==> config.mk <==
export PLATFORM = sky130hd
export DESIGN_NAME = plic_target
export DESIGN_NICKNAME = d
export VERILOG_FILES = /design/src/rtl/plic_target_pkg.sv /design/src/rtl/plic_claim_tracker.sv /design/src/rtl/plic_target.sv
export SDC_FILE = /design/constraint.sdc
export NUM_CORES = 1
export LEC_CHECK = 0
export CAP_MARGIN = 40
export CELL_PAD_IN_SITES_DETAIL_PLACEMENT = 0
export CELL_PAD_IN_SITES_GLOBAL_PLACEMENT = 1
export CORE_ASPECT_RATIO = 1.2
export CORE_MARGIN = 2
export CORE_UTILIZATION = 46
export CTS_BUF_LIST = sky130_fd_sc_hd__clkbuf_16
export DETAILED_ROUTE_END_ITERATION = 7
export PLACE_DENSITY = 0.88
export SKIP_CTS_REPAIR_TIMING = 1
export SLEW_MARGIN = 40
export SYNTH_ARGS = -nofsm -noshare
export SYNTH_HDL_FRONTEND = slang
export SYNTH_HIERARCHICAL = 1
export SYNTH_SLANG_ARGS = --single-unit
export TNS_END_PERCENT = 10
==> constraint.sdc <==
create_clock -name clk_i -period 4.8 [get_ports clk_i]
set_input_delay 0.96 -clock clk_i [delete_from_list [all_inputs] [get_ports clk_i]]
set_output_delay 0.96 -clock clk_i [all_outputs]
set_load 0.01 [all_outputs]
==> src/rtl/plic_target_pkg.sv <==
// Shared PLIC definitions: width macros, target FSM state, reserved ID.
// No logic; types and constants only.
// Imported by the per-target claim/complete responder and its tracker.
`ifndef PLIC_PRIO_WIDTH
`define PLIC_PRIO_WIDTH 3
`endif
`ifndef PLIC_IRQ_WIDTH
`define PLIC_IRQ_WIDTH 5
`endif

package plic_target_pkg;

    localparam int unsigned PLIC_PRIO_W = `PLIC_PRIO_WIDTH;
    localparam int unsigned PLIC_IRQ_W  = `PLIC_IRQ_WIDTH;
    localparam int unsigned PLIC_IRQ_N  = 32;

    // ID 0 is reserved to mean "no interrupt pending".
    localparam int unsigned IRQ_ID_NONE = 0;

    typedef enum logic {
        ST_IDLE  = 1'b0,
        ST_BLANK = 1'b1
    } tgt_state_e;

endpackage

==> src/rtl/plic_claim_tracker.sv <==
// Per-target record of claimed-but-not-completed interrupt IDs.
// Query is combinational; set/clear land on the next clock edge.
// No backpressure: a complete of an ID not currently claimed is refused via clr_ok_o.
module plic_claim_tracker
    import plic_target_pkg::*;
#(
    parameter int unsigned IRQ_NUM   = PLIC_IRQ_N,
    parameter int unsigned IRQ_WIDTH = $clog2(IRQ_NUM)
) (
    input  logic                 clk_i,
    input  logic                 rst_n_i,
    input  logic                 set_i,
    input  logic [IRQ_WIDTH-1:0] set_id_i,
    input  logic                 clr_i,
    input  logic [IRQ_WIDTH-1:0] clr_id_i,
    output logic                 clr_ok_o
);

    logic [IRQ_NUM-1:0] claimed_q;
    logic [IRQ_NUM-1:0] claimed_d;
    logic               clr_in_range;
    logic               set_in_range;

    assign clr_in_range = (clr_id_i != IRQ_WIDTH'(IRQ_ID_NONE)) && (int'(clr_id_i) < int'(IRQ_NUM));
    assign set_in_range = (set_id_i != IRQ_WIDTH'(IRQ_ID_NONE)) && (int'(set_id_i) < int'(IRQ_NUM));

    // A complete is only honoured against the bit as it stood before this cycle.
    assign clr_ok_o = clr_i && clr_in_range && claimed_q[clr_id_i];

    // Clear first, then set, so a same-ID claim in the same cycle leaves the bit set.
    always_comb begin
        claimed_d = claimed_q;
        if (clr_ok_o) begin
            claimed_d[clr_id_i] = 1'b0;
        end
        if (set_i && set_in_range) begin
            claimed_d[set_id_i] = 1'b1;
        end
    end

    // Claimed-ID vector register.
    always_ff @(posedge clk_i or negedge rst_n_i) begin
        if (!rst_n_i) begin
            claimed_q <= '0;
        end else begin
            claimed_q <= claimed_d;
        end
    end

endmodule

==> src/rtl/plic_target.sv <==
// Per-target PLIC claim/complete responder with threshold compare and post-claim blanking.
// Latency: tree inputs -> irq_o/claim_id_o 1 clk; claim/complete -> gateway pulse 1 clk.
// No backpressure: strobes are single-cycle and always accepted or silently ignored.
module plic_target
    import plic_target_pkg::*;
#(
    parameter int unsigned PRIO_WIDTH = PLIC_PRIO_W,
    parameter int unsigned IRQ_NUM    = PLIC_IRQ_N,
    parameter int unsigned IRQ_WIDTH  = $clog2(IRQ_NUM),
    parameter int unsigned BLANK_CYC  = 2
) (
    input  logic                  clk_i,
    input  logic                  rst_n_i,
    input  logic [PRIO_WIDTH-1:0] prio_i,
    input  logic [IRQ_WIDTH-1:0]  idx_i,
    input  logic [PRIO_WIDTH-1:0] thold_i,
    input  logic                  claim_i,
    output logic [IRQ_WIDTH-1:0]  claim_id_o,
    input  logic                  complete_i,
    input  logic [IRQ_WIDTH-1:0]  complete_id_i,
    output logic                  irq_o,
    output logic                  gw_claim_o,
    output logic [IRQ_WIDTH-1:0]  gw_claim_id_o,
    output logic                  gw_complete_o,
    output logic [IRQ_WIDTH-1:0]  gw_complete_id_o
);

    // Counter holds BLANK_CYC-1 down to 0; keep it at least one bit wide.
    localparam int unsigned       CNT_W    = (BLANK_CYC > 1) ? $clog2(BLANK_CYC) : 1;
    localparam logic [CNT_W-1:0]  CNT_LOAD = CNT_W'(BLANK_CYC - 1);
    localparam logic [IRQ_WIDTH-1:0] ID_NONE = IRQ_WIDTH'(IRQ_ID_NONE);

    tgt_state_e             state_q;
    logic [CNT_W-1:0]       cnt_q;
    logic [IRQ_WIDTH-1:0]   best_id_q;
    logic                   irq_q;
    logic                   gw_claim_q;
    logic [IRQ_WIDTH-1:0]   gw_claim_id_q;
    logic                   gw_complete_q;
    logic [IRQ_WIDTH-1:0]   gw_complete_id_q;

    logic                   above_thold;
    logic                   claim_ok;
    logic                   complete_ok;

    // Strict unsigned compare, so priority 0 can never beat any threshold.
    assign above_thold = (prio_i > thold_i) && (idx_i != ID_NONE);

    // A claim only counts when the target is presenting a real ID.
    assign claim_ok = claim_i && (state_q == ST_IDLE) && irq_q;

    // While blanking, hide the just-claimed ID until its pending clear reaches the tree.
    assign irq_o      = (state_q == ST_IDLE) && irq_q;
    assign claim_id_o = (state_q == ST_IDLE) ? best_id_q : ID_NONE;

    assign gw_claim_o       = gw_claim_q;
    assign gw_claim_id_o    = gw_claim_id_q;
    assign gw_complete_o    = gw_complete_q;
    assign gw_complete_id_o = gw_complete_id_q;

    plic_claim_tracker #(
        .IRQ_NUM   (IRQ_NUM),
        .IRQ_WIDTH (IRQ_WIDTH)
    ) u_tracker (
        .clk_i    (clk_i),
        .rst_n_i  (rst_n_i),
        .set_i    (claim_ok),
        .set_id_i (best_id_q),
        .clr_i    (complete_i),
        .clr_id_i (complete_id_i),
        .clr_ok_o (complete_ok)
    );

    // Stage register: threshold-qualified winner from the tree.
    always_ff @(posedge clk_i or negedge rst_n_i) begin
        if (!rst_n_i) begin
            best_id_q <= ID_NONE;
            irq_q     <= 1'b0;
        end else begin
            best_id_q <= above_thold ? idx_i : ID_NONE;
            irq_q     <= above_thold;
        end
    end

    // Claim FSM with blank counter and registered gateway claim pulse.
    always_ff @(posedge clk_i or negedge rst_n_i) begin
        if (!rst_n_i) begin
            state_q       <= ST_IDLE;
            cnt_q         <= '0;
            gw_claim_q    <= 1'b0;
            gw_claim_id_q <= ID_NONE;
        end else begin
            gw_claim_q <= 1'b0;
            case (state_q)
                ST_IDLE: begin
                    if (claim_ok) begin
                        state_q       <= ST_BLANK;
                        cnt_q         <= CNT_LOAD;
                        gw_claim_q    <= 1'b1;
                        gw_claim_id_q <= best_id_q;
                    end
                end
                ST_BLANK: begin
                    if (cnt_q == '0) begin
                        state_q <= ST_IDLE;
                    end else begin
                        cnt_q <= cnt_q - 1'b1;
                    end
                end
                default: begin
                    state_q <= ST_IDLE;
                end
            endcase
        end
    end

    // Registered gateway complete pulse for accepted completes.
    always_ff @(posedge clk_i or negedge rst_n_i) begin
        if (!rst_n_i) begin
            gw_complete_q    <= 1'b0;
            gw_complete_id_q <= ID_NONE;
        end else begin
            gw_complete_q <= complete_ok;
            if (complete_ok) begin
                gw_complete_id_q <= complete_id_i;
            end
        end
    end

endmodule
# --- Word-level counts from Yosys, hierarchy flattened ---
# Index checks and enable logic that the tools add are counted.
totals:
  in_bits: 20
  output_inout_bits: 18
  ff_bits: 52
  wordCells: 50
op_classes:
  n_mux: 17
  add_sub_neg: 1
  n_reduce_logical: 13
  eq_ne: 1
  n_bitwise: 4
  order_cmp: 5
ops:
  columns: ["op", "count"]
  rows:
  - ["32-bit two-way mux", 2]
  - ["32-bit AND", 1]
  - ["32-bit NOT", 1]
  - ["32-bit OR", 1]
  - ["5-bit nonzero test", 3]
  - ["5-bit by 6-bit < comparator with 1-bit output (second input constant)", 2]
  - ["1-bit demux with 5-bit select", 2]
  - ["5-bit by 1-bit >= comparator with 1-bit output (second input constant)", 2]
  - ["5-bit two-way mux", 2]
  - ["1-bit logical AND", 9]
  - ["1-bit two-way mux", 8]
  - ["1-bit binary-select mux with 5-bit select", 1]
  - ["1-bit one-hot mux with 2 select lines", 2]
  - ["3-bit greater-than comparator", 1]
  - ["2-bit by 1-bit inequality test with 1-bit output (second input constant)", 1]
  - ["2-bit AND reduction", 1]
  - ["1-bit NOT", 1]
  - ["1-bit subtractor (second input constant)", 1]

# --- Logic depth before layout (Yosys ltp) ---
# Gate-level depths: netlist of run 1.
logic_depth:
  word_depth: 9
  ltp_mapped: 8

# --- Modules after synthesis ---
# Netlist of run 1, hierarchy kept.
modules_own_cells:
  columns: ["mod", "area_each_um2", "instances", "cells_each"]
  rows:
  - ["plic_claim_tracker", 2118.3, 1, 245]
  - ["plic_target", 873.3, 1, 67]

# --- Least setup slack after synthesis of run 1 ---
# Ideal clock, no wire load.
synth_timing:
  path_type: "input to register"
  start: "in complete_id_i[1]"
  end: "reg gw_complete_id_q[0], in the netlist gw_complete_id_o[0]"
  cell_stages: 7
  required_ps: 4675
  slack_ps: 2053
  setup_ps: 125
  n_path_buf: 2
  arrival_ps: 2623
  path_cell_list: "clkbuf_2 clkbuf_1 o41ai_1 nor2_1 o2111ai_4 o311a_1 mux2_2"
synth_between:
  elab_chain_len: 3
  elab_cells_between_ends: 5
  cone_classes: "mux (2); reduce/logical (3)"
synth_lines:
  columns: ["element", "line", "text"]
  rows:
  - ["from (decl)", "plic_target.sv:20", "input logic [IRQ_WIDTH-1:0] complete_id_i,"]
  - ["1-bit binary-select mux with 5-bit select / 5-bit nonzero test (equally long branches)", "plic_claim_tracker.sv:28, plic_claim_tracker.sv:24", null]
  - ["1-bit two-way mux (not written as such) / 1-bit logical AND (equally long branches)", "plic_claim_tracker.sv:28", "assign clr_ok_o = clr_i && clr_in_range && claimed_q[clr_id_i];"]
  - ["1-bit logical AND (*)", "plic_claim_tracker.sv:28", null]
  - ["named net complete_ok", "plic_target.sv:44", "logic complete_ok;"]
  - ["to (signal assigned)", "plic_target.sv:125", "gw_complete_id_q <= complete_id_i;"]
  - ["to (decl)", "plic_target.sv:40", "logic [IRQ_WIDTH-1:0] gw_complete_id_q;"]
# The timed path passes the listed nets; every way through them passes the cells marked *. The select of a mux whose other input is x is not followed.
# A chain may end at the register's enable or synchronous reset.

# --- Worst setup path after layout of run 1 ---
layout_timing:
  start: "in complete_id_i[0]"
  end: "reg gw_complete_id_q[4], in the netlist gw_complete_id_o[4]"
# The elaborated chain is that of the path after synthesis.

==> impl_metrics.tcl, run 1 <==
set metrics [dict create \
    crit_type "in -> reg" \
    cp_max_fo 15 \
    max_stage_delay_ns 0.97 \
    hold_class "reg -> reg" \
    hold_depth 0 \
    reg2reg_depth 6 \
    maxSlewViolCount 0 \
    htree_levels 2 \
    fin_worst_skew_ns 0.00656 \
    clkSinkCount 52 \
    start_util_pct 47.0 \
    p_per_area_mw_per_mm2 371 \
    drt_iter0_drc 131 \
    clock_latency_ns 0.29 \
    antenna_cells 0 \
    fin_nets 366 \
    yosysWarnings 6 \
    worstPathCellList "clkdlybuf4s50_1, buf_4, mux2i_1, nor3_1, nor4_4, o2111ai_4, o311a_1, mux2_2" \
    placementRows 32 \
    drive_gt1_share_pct 18.9 \
    cp.arrival_ns 3.96 \
    rsz0062_at_grt "false" \
    die_w_um 77.6 \
    cts_tree "done" \
    path_delay_family "buffers and inverters" \
    synthFlopType "dfrtp_1" \
    slew_headroom_pct 48.5 \
    setup_violations 0 \
    worst-path-buf-inv 2 \
    antenna_found_initial 0 \
    wl_per_cell_um 16.4 \
    worstHoldStart "u_tracker/claimed_q[0]" \
    synth_nets 335 \
    die-area_mm2 0.00717 \
    via_per_inst 5.51 \
    synth-edff-count 0 \
    track_usage_pct 20.8 \
    clk_pin_slew_ns 0.06 \
    syn_area_per_cell_um2 9.59 \
    cts.path.max_buffers 2 \
    finalCritPeriodShare_pct 79.0 \
    netlist_area_mm2 0.00299 \
    holdPathEnd "u_tracker/claimed_q[0]" \
    status "finished clean" \
    drt_pass1_iterations 4 \
    wirelength_um 7030 \
    ys_seq_area_share_pct 43.5 \
    vdd.ir_drop.worst_v 0.000238 \
    num_vias 2364 \
    fin_tns_setup_ns 0 \
    worst_pin_slew_ns 0.770 \
    io_pins 38 \
    fin_crit_ns 3.79 \
    nFillCells 568 \
    total_power_mw 1.31 \
    maxCapViolations 0 \
    ff_latch_area_mm2 0.00130 \
    grt_max_degree 53 \
    leakage_nw 1.46 \
    grt_pass1_vias 2246 \
    io_buffers 37 \
    gp_congestion 0.847 \
    hpwl_um 4890 \
    required_ns 4.97 \
    worst_setup_path_end_kind "flop" \
    hold_viol_final 0 \
    syn_inst 312 \
    synthArstFlopShare_pct 100 \
    dieHeight_um 92.3 \
    root_buffer "clkbuf_16" \
    fin_cells 429 \
    ys_types 41 \
    reg2reg_from "u_tracker/claimed_q[17]" \
    reg2reg_to "gw_complete_id_o[4]" \
    timing.fmax_mhz 264 \
    placedCellCount 421 \
    core_mm2 0.00637 \
    synthToLayoutAreaGrowth_pct 17.8 \
    drc_errors 0 \
    overflow 0 \
    drtAntennaViolNets 0 \
    slowest_stage "clkdlybuf4s50_1" \
    multi_input_area_mm2 0.00154 \
    rrSetupSlack_ns 2.40 \
    grt_first_pass_wirelength_um 11600 \
    synth_seq_cells 52 \
    start_kind "input port" \
    timing.hold.ws_ns 0.381 \
    cts_buffers 5 \
]
cell families (layout without fill, tap and decap cells):
| kind of cell | count (synthesis) | in the layout | synth area share [%] |
|---|---|---|---|
| DFF | 52 | 52 | 43.5 |
| adders and majority gates | 3 | 3 | 1.25 |
| and+or+nand+nor | 154 | 154 | 26.3 |
| AOI/OAI and AO/OA | 48 | 48 | 14.2 |
| buffers and inverters | 29 | 61 | 4.98 |
| muxes | 26 | 26 | 9.79 |
cells in the mapped netlist, types with 3 or more instances:
master / instances / share of area (%)
o22ai_1: 3 / 0.63
mux2_4: 5 / 2.5
inv_1: 13 / 1.6
nor2b_1: 9 / 1.9
ha_1: 3 / 1.3
a211oi_1: 6 / 1.5
nor2_1: 65 / 8.2
or2_2: 3 / 0.63
nand2b_1: 9 / 1.9
dfrtp_1: 52 / 43
nand3b_1: 4 / 1.0
nor3_1: 27 / 4.5
nor3b_1: 4 / 1.0
buf_6: 5 / 1.9
clkbuf_1: 9 / 1.1
mux2i_1: 15 / 5.0
nand2_1: 9 / 1.1
mux2_2: 6 / 2.3
and2b_2: 5 / 1.5
nand3_1: 7 / 1.2
nor4_1: 5 / 1.0
a21oi_2: 29 / 8.5
worst max-delay path by stage:
stage,start,end,slack (ns),cells after the start
after floorplan,complete_id_i[1],gw_complete_id_o[0],2.05,7
after global placement,complete_id_i[0],gw_complete_id_o[3],0.76,7
after detailed placement,complete_id_i[0],gw_complete_id_o[3],0.70,8
after CTS,complete_id_i[0],gw_complete_id_o[3],1.01,8
after global routing,complete_id_i[0],gw_complete_id_o[3],0.87,8
final,complete_id_i[0],gw_complete_id_o[4],1.01,8
power breakdown:
| part | leakage, nW | internal [mW] | total [mW] | switching, mW |
|---|---|---|---|---|
| sequential | 0.686 | 0.530 | 0.592 | 0.0625 |
| combinational | 0.706 | 0.195 | 0.374 | 0.179 |
| clock | 0.0710 | 0.190 | 0.341 | 0.152 |
| total | 1.46 | 0.914 | 1.31 | 0.393 |
flip-flops by register name, indices dropped and copies added (netlist names):
signal and cells:
best_id_q 5, cnt_q 1, gw_claim_id_o 5, gw_claim_o 1, gw_complete_id_o 5, gw_complete_o 1, irq_q 1, state_q 1
u_tracker/claimed_q 32
final cells by class:
cell class / count / share of cell area (%)
clock buffer: 5 / 3.55
tap: 85 / 3.02
multi-input combinational: 231 / 43.7
timing repair buffer: 40 / 11.0
sequential: 52 / 36.9
clock inverter: 3 / 0.390
inverter: 13 / 1.38
stage by stage:
step	worst slack [ns]	utilization, %	instance area [um^2]
floorplan	2.05	-	2990
global placement	0.762	53.2	3390
detailed placement	0.703	53.2	3390
CTS	1.01	55.4	3520
global route	0.867	55.4	3520
finish	1.01	55.4	3520
placed cells by master (no fill, tap or decap), drive strengths merged:
master / netlist / layout
clkbuf: 10 / 5
nand2: 10 / 10
o311a: 1 / 1
nor2: 65 / 65
a41oi: 1 / 1
nor2b: 10 / 10
o22ai: 3 / 3
a2111oi: 1 / 1
mux2i: 15 / 15
nor3b: 4 / 4
or2: 3 / 3
nand3: 7 / 7
and2b: 5 / 5
o41ai: 1 / 1
mux2: 11 / 11
nand4: 1 / 1
o21ai: 2 / 2
or4: 1 / 1
nand3b: 4 / 4
a31oi: 2 / 2
nor3: 27 / 27
or3: 1 / 1
nand2b: 9 / 9
inv: 13 / 13
o2111ai: 1 / 1
ha: 3 / 3
a32oi: 1 / 1
a21oi: 29 / 29
buf: 6 / 4
clkinv: 0 / 3
clkdlybuf4s50: 0 / 36
dfrtp: 52 / 52
a211oi: 6 / 6
and3: 1 / 1
nor4: 6 / 6
per-layer routing:
layer	routed length [um]	track usage [%]	up-vias
met1	3140	26.7	1146
met4	68	6.10	0
li1	-	-	1147
met5	0	0	-
met2	3550	36.2	66
met3	268	3.22	5
No activity file was read; power rests on OpenSTA's default activity.
==> inputs of run 2 (changes only) <==
CORE_UTILIZATION = 39   (was 46)
PLACE_DENSITY = 0.8   (was 0.88)
clock period = 3.1 ns   (was 4.8 ns; I/O delays follow)
==> impl_metrics.tcl, run 2 (synthesized netlist as in run 1, its figures left out) <==
set metrics [dict create \
    multi_input_area_mm2 0.00154 \
    overflow 0 \
    p_per_area_mw_per_mm2 588 \
    die-area_mm2 0.00839 \
    drc_errors 0 \
    drt_iter0_drc 115 \
    cp.arrival_ns 2.88 \
    rsz0062_at_grt "false" \
    mostFrequentLayoutCells "nor2_1, dfrtp_1, clkdlybuf4s50_1, a21oi_2, nor3_1" \
    placed_cell_area_mm2 0.00345 \
    fin_nets 372 \
    placementRows 35 \
    cts.path.max_buffers 2 \
    grt_max_degree 37 \
    start_util_pct 39.5 \
    vdd.ir_drop.worst_v 0.000329 \
    antenna_cells 0 \
    dieHeight_um 99.9 \
    slowest_stage "clkdlybuf4s50_1" \
    antenna_found_initial 0 \
    hpwl_um 5050 \
    wl_per_cell_um 16.1 \
    io_pins 38 \
    largest_reg_flops 32 \
    die_w_um 84.0 \
    layout_commonest_cell "nor2_1" \
    leakage_nw 1.51 \
    drive_gt1_share_pct 20.3 \
    required_ns 3.27 \
    timing.fmax_mhz 370 \
    placedCellCount 434 \
    wirelength_um 7130 \
    status "finished clean" \
    cts_buffers 5 \
    largest_register "u_tracker/claimed_q" \
    total_power_mw 2.12 \
    worst_setup_path_end_kind "flop" \
    setup_violations 0 \
    drt_pass1_iterations 4 \
    fin_cells 442 \
    track_usage_pct 17.8 \
    hold_class "in -> async" \
    cp_max_fo 22 \
    finalCritPeriodShare_pct 87.3 \
    start_kind "input port" \
    core_mm2 0.00758 \
    crit_type "in -> reg" \
    clock_latency_ns 0.29 \
    root_buffer "clkbuf_16" \
    nFillCells 736 \
    num_vias 2329 \
    worstPathCellList "clkdlybuf4s50_1, buf_12, mux2i_1, o22ai_1, a2111oi_2, o2111ai_4, o311a_1, mux2_2" \
    ff_latch_area_mm2 0.00130 \
    clk_pin_slew_ns 0.07 \
    fin_worst_skew_ns 0.00513 \
    grt_first_pass_wirelength_um 12000 \
    clkSinkCount 52 \
    synthToLayoutAreaGrowth_pct 20.9 \
    fin_area_mm2 0.00362 \
    cts_tree "done" \
    fin_crit_ns 2.70 \
    drtAntennaViolNets 0 \
    gp_congestion 0.783 \
    fin_tns_setup_ns 0 \
    hold_viol_final 0 \
    max_stage_delay_ns 0.50 \
    maxSlewViolCount 0 \
    via_per_inst 5.27 \
    htree_levels 2 \
    worst_pin_slew_ns 0.501 \
    io_buffers 37 \
    maxCapViolations 0 \
    slew_headroom_pct 66.5 \
    grt_pass1_vias 2335 \
]
run 2: worst max-delay path, delay by kind of cell:
kind                   cells  cell delay (ns)
AO/OA/AOI/OAI              4             1.01
buffers and inverters      2             0.70
multiplexers               2             0.54
run 2: metrics by stage:
step           utilization (%)  setup WS [ns]  hold slack (ns)
5_1_grt                   47.7          0.251            0.284
3_5_place_dp              45.6         0.0975            0.376
4_1_cts                   47.7          0.388            0.259
2_1_floorplan                -          0.693            0.324
6_report                  47.7          0.395            0.244
3_3_place_gp              45.6          0.156            0.380
run 2: worst paths after layout:
kind	startpoint	end	slack, ns	depth (start not counted)
max	complete_id_i[0]	gw_complete_id_o[3]	0.40	8
min	rst_n_i	gw_complete_id_o[0]	0.24	1
max reg2reg	state_q	u_tracker/claimed_q[4]	1.04	8
min reg2reg	u_tracker/claimed_q[0]	u_tracker/claimed_q[0]	0.39	0
max in group asynchronous	rst_n_i	u_tracker/claimed_q[21]	2.05	2
min in group clk_i	u_tracker/claimed_q[0]	u_tracker/claimed_q[0]	0.39	0
run 2: metal layers:
metal	global-route usage [%]	part of all wire [%]	wire length, um	vias to the layer above
li1	-	-	-	1158
met1	24.0	47	3330	1104
met2	30.5	49	3500	63
met3	2.55	3.7	267	4
met4	4.22	0.48	34	0
met5	0	0	0	-
run 2: power by group:
| group | internal, mW | switching [mW] | total [mW] |
|---|---|---|---|
| logic | 0.309 | 0.280 | 0.589 |
| clock network | 0.377 | 0.242 | 0.619 |
| registers | 0.820 | 0.0955 | 0.916 |
run 2: area by class of cell:
type                            count  area share (%)
Clock buffer                        5            3.46
Sequential cell                    52            36.0
Timing Repair Buffer               46            12.3
Clock inverter                      3            1.07
Inverter                           13            1.35
Tap cell                           92            3.18
Multi-Input combinational cell    231            42.6
==> inputs of run 3 (changes only) <==
PLACE_DENSITY = 0.85   (was 0.8)
==> impl_metrics.tcl, run 3 (synthesized netlist as in run 1, its figures left out) <==
set metrics [dict create \
    rsz0062_at_grt "false" \
    fin_crit_ns 2.74 \
    die_w_um 84.0 \
    grt_pass1_vias 2484 \
    cts.path.max_buffers 2 \
    antenna_cells 0 \
    crit_start "complete_id_i[4]" \
    antenna_found_initial 0 \
    die-area_mm2 0.00839 \
    wl_per_cell_um 16.5 \
    fin_worst_skew_ns 0.00529 \
    finalWorstSetupSlack_ns 0.356 \
    maxCapViolations 0 \
    worst_pin_slew_ns 0.577 \
    hpwl_um 5160 \
    hold_class "in -> async" \
    clock_latency_ns 0.29 \
    root_buffer "clkbuf_16" \
    via_per_inst 5.50 \
    timing.hold.ws_ns 0.316 \
    clkSinkCount 52 \
    dieHeight_um 99.9 \
    largest_reg_flops 32 \
    io_buffers 37 \
    cts_tree "done" \
    reg2reg_from "state_q" \
    drc_errors 0 \
    overflow 0 \
    multi_input_area_mm2 0.00154 \
    drt_pass1_iterations 4 \
    placementRows 35 \
    num_vias 2430 \
    placed_cell_area_mm2 0.00345 \
    finalCritPeriodShare_pct 88.5 \
    fin_tns_setup_ns 0 \
    drive_gt1_share_pct 20.6 \
    p_per_area_mw_per_mm2 591 \
    timing.fmax_mhz 364 \
    setup_violations 0 \
    layout_commonest_cell "nor2_1" \
    io_pins 38 \
    drt_iter0_drc 153 \
    cts_buffers 5 \
    nFillCells 725 \
    mostFrequentLayoutCells "nor2_1, dfrtp_1, clkdlybuf4s50_1, a21oi_2, nor3_1" \
    core_mm2 0.00758 \
    grt_first_pass_wirelength_um 12300 \
    fin_nets 372 \
    largest_register "u_tracker/claimed_q" \
    start_util_pct 39.5 \
    slew_headroom_pct 61.5 \
    grt_max_degree 32 \
    hold_viol_final 0 \
    drtAntennaViolNets 0 \
    status "finished clean" \
    vdd.ir_drop.worst_v 0.000347 \
    start_kind "input port" \
    ff_latch_area_mm2 0.00130 \
    clk_pin_slew_ns 0.07 \
    fin_area_mm2 0.00362 \
    track_usage_pct 18.3 \
    required_ns 3.28 \
    gp_congestion 0.872 \
    crit_type "in -> reg" \
    leakage_nw 1.50 \
    preCtsSetupSlack_ns 0.0704 \
    cp_max_fo 14 \
    htree_levels 2 \
    worst_setup_path_end_kind "flop" \
    synthToLayoutAreaGrowth_pct 21.1 \
    cp.arrival_ns 2.92 \
    maxSlewViolCount 0 \
    wirelength_um 7280 \
]
[run 3: worst paths after layout]
check                           slack, ns  depth (start not counted)                endpoint
worst max-delay path                 0.36                          7     gw_complete_id_o[4]
worst min-delay path                 0.32                          1  u_tracker/claimed_q[1]
worst max register to register       1.06                          8  u_tracker/claimed_q[4]
worst min register to register       0.39                          0  u_tracker/claimed_q[0]
max in group asynchronous            2.02                          2  u_tracker/claimed_q[5]
min in group clk_i                   0.39                          0  u_tracker/claimed_q[0]
[run 3: layer usage]
| layer | routed length, um | GRT usage (%) | share of wire, % | up-vias |
|---|---|---|---|---|
| met5 | 0 | 0 | 0 | - |
| met4 | 195 | 8.06 | 2.7 | 0 |
| met3 | 339 | 2.55 | 4.7 | 15 |
| met2 | 3610 | 31.6 | 50 | 71 |
| met1 | 3130 | 23.0 | 43 | 1185 |
| li1 | - | - | - | 1159 |
[run 3: worst max-delay path, stage by stage]
cell and delay, ns:
clkdlybuf4s50_1 0.63, nand2b_1 0.36, nor3_1 0.38, nor4_4 0.10, o2111ai_4 0.10, o311a_1 0.35
mux2_2 0.38
[run 3: cell type report]
type,instances,area share [%]
Multi-Input combinational cell,231,42.5
Sequential cell,52,35.9
Timing Repair Buffer,46,12.3
Clock buffer,5,3.45
Tap cell,92,3.18
Inverter,13,1.35
Clock inverter,3,1.28
[run 3: where the power goes]
| group | switching (mW) | internal [mW] | leakage [nW] |
|---|---|---|---|
| combinational | 0.278 | 0.307 | 0.738 |
| sequential | 0.0961 | 0.820 | 0.686 |
| clock | 0.258 | 0.384 | 0.0804 |
| total | 0.632 | 1.51 | 1.50 |
[run 3: through the flow]
stage	std cells	power, mW	util, %
6_report	442	2.14	47.8
5_1_grt	442	2.26	47.8
4_1_cts	442	2.16	47.8
3_5_place_dp	434	1.52	45.6
3_3_place_gp	434	1.51	45.6
2_1_floorplan	312	1.27	-
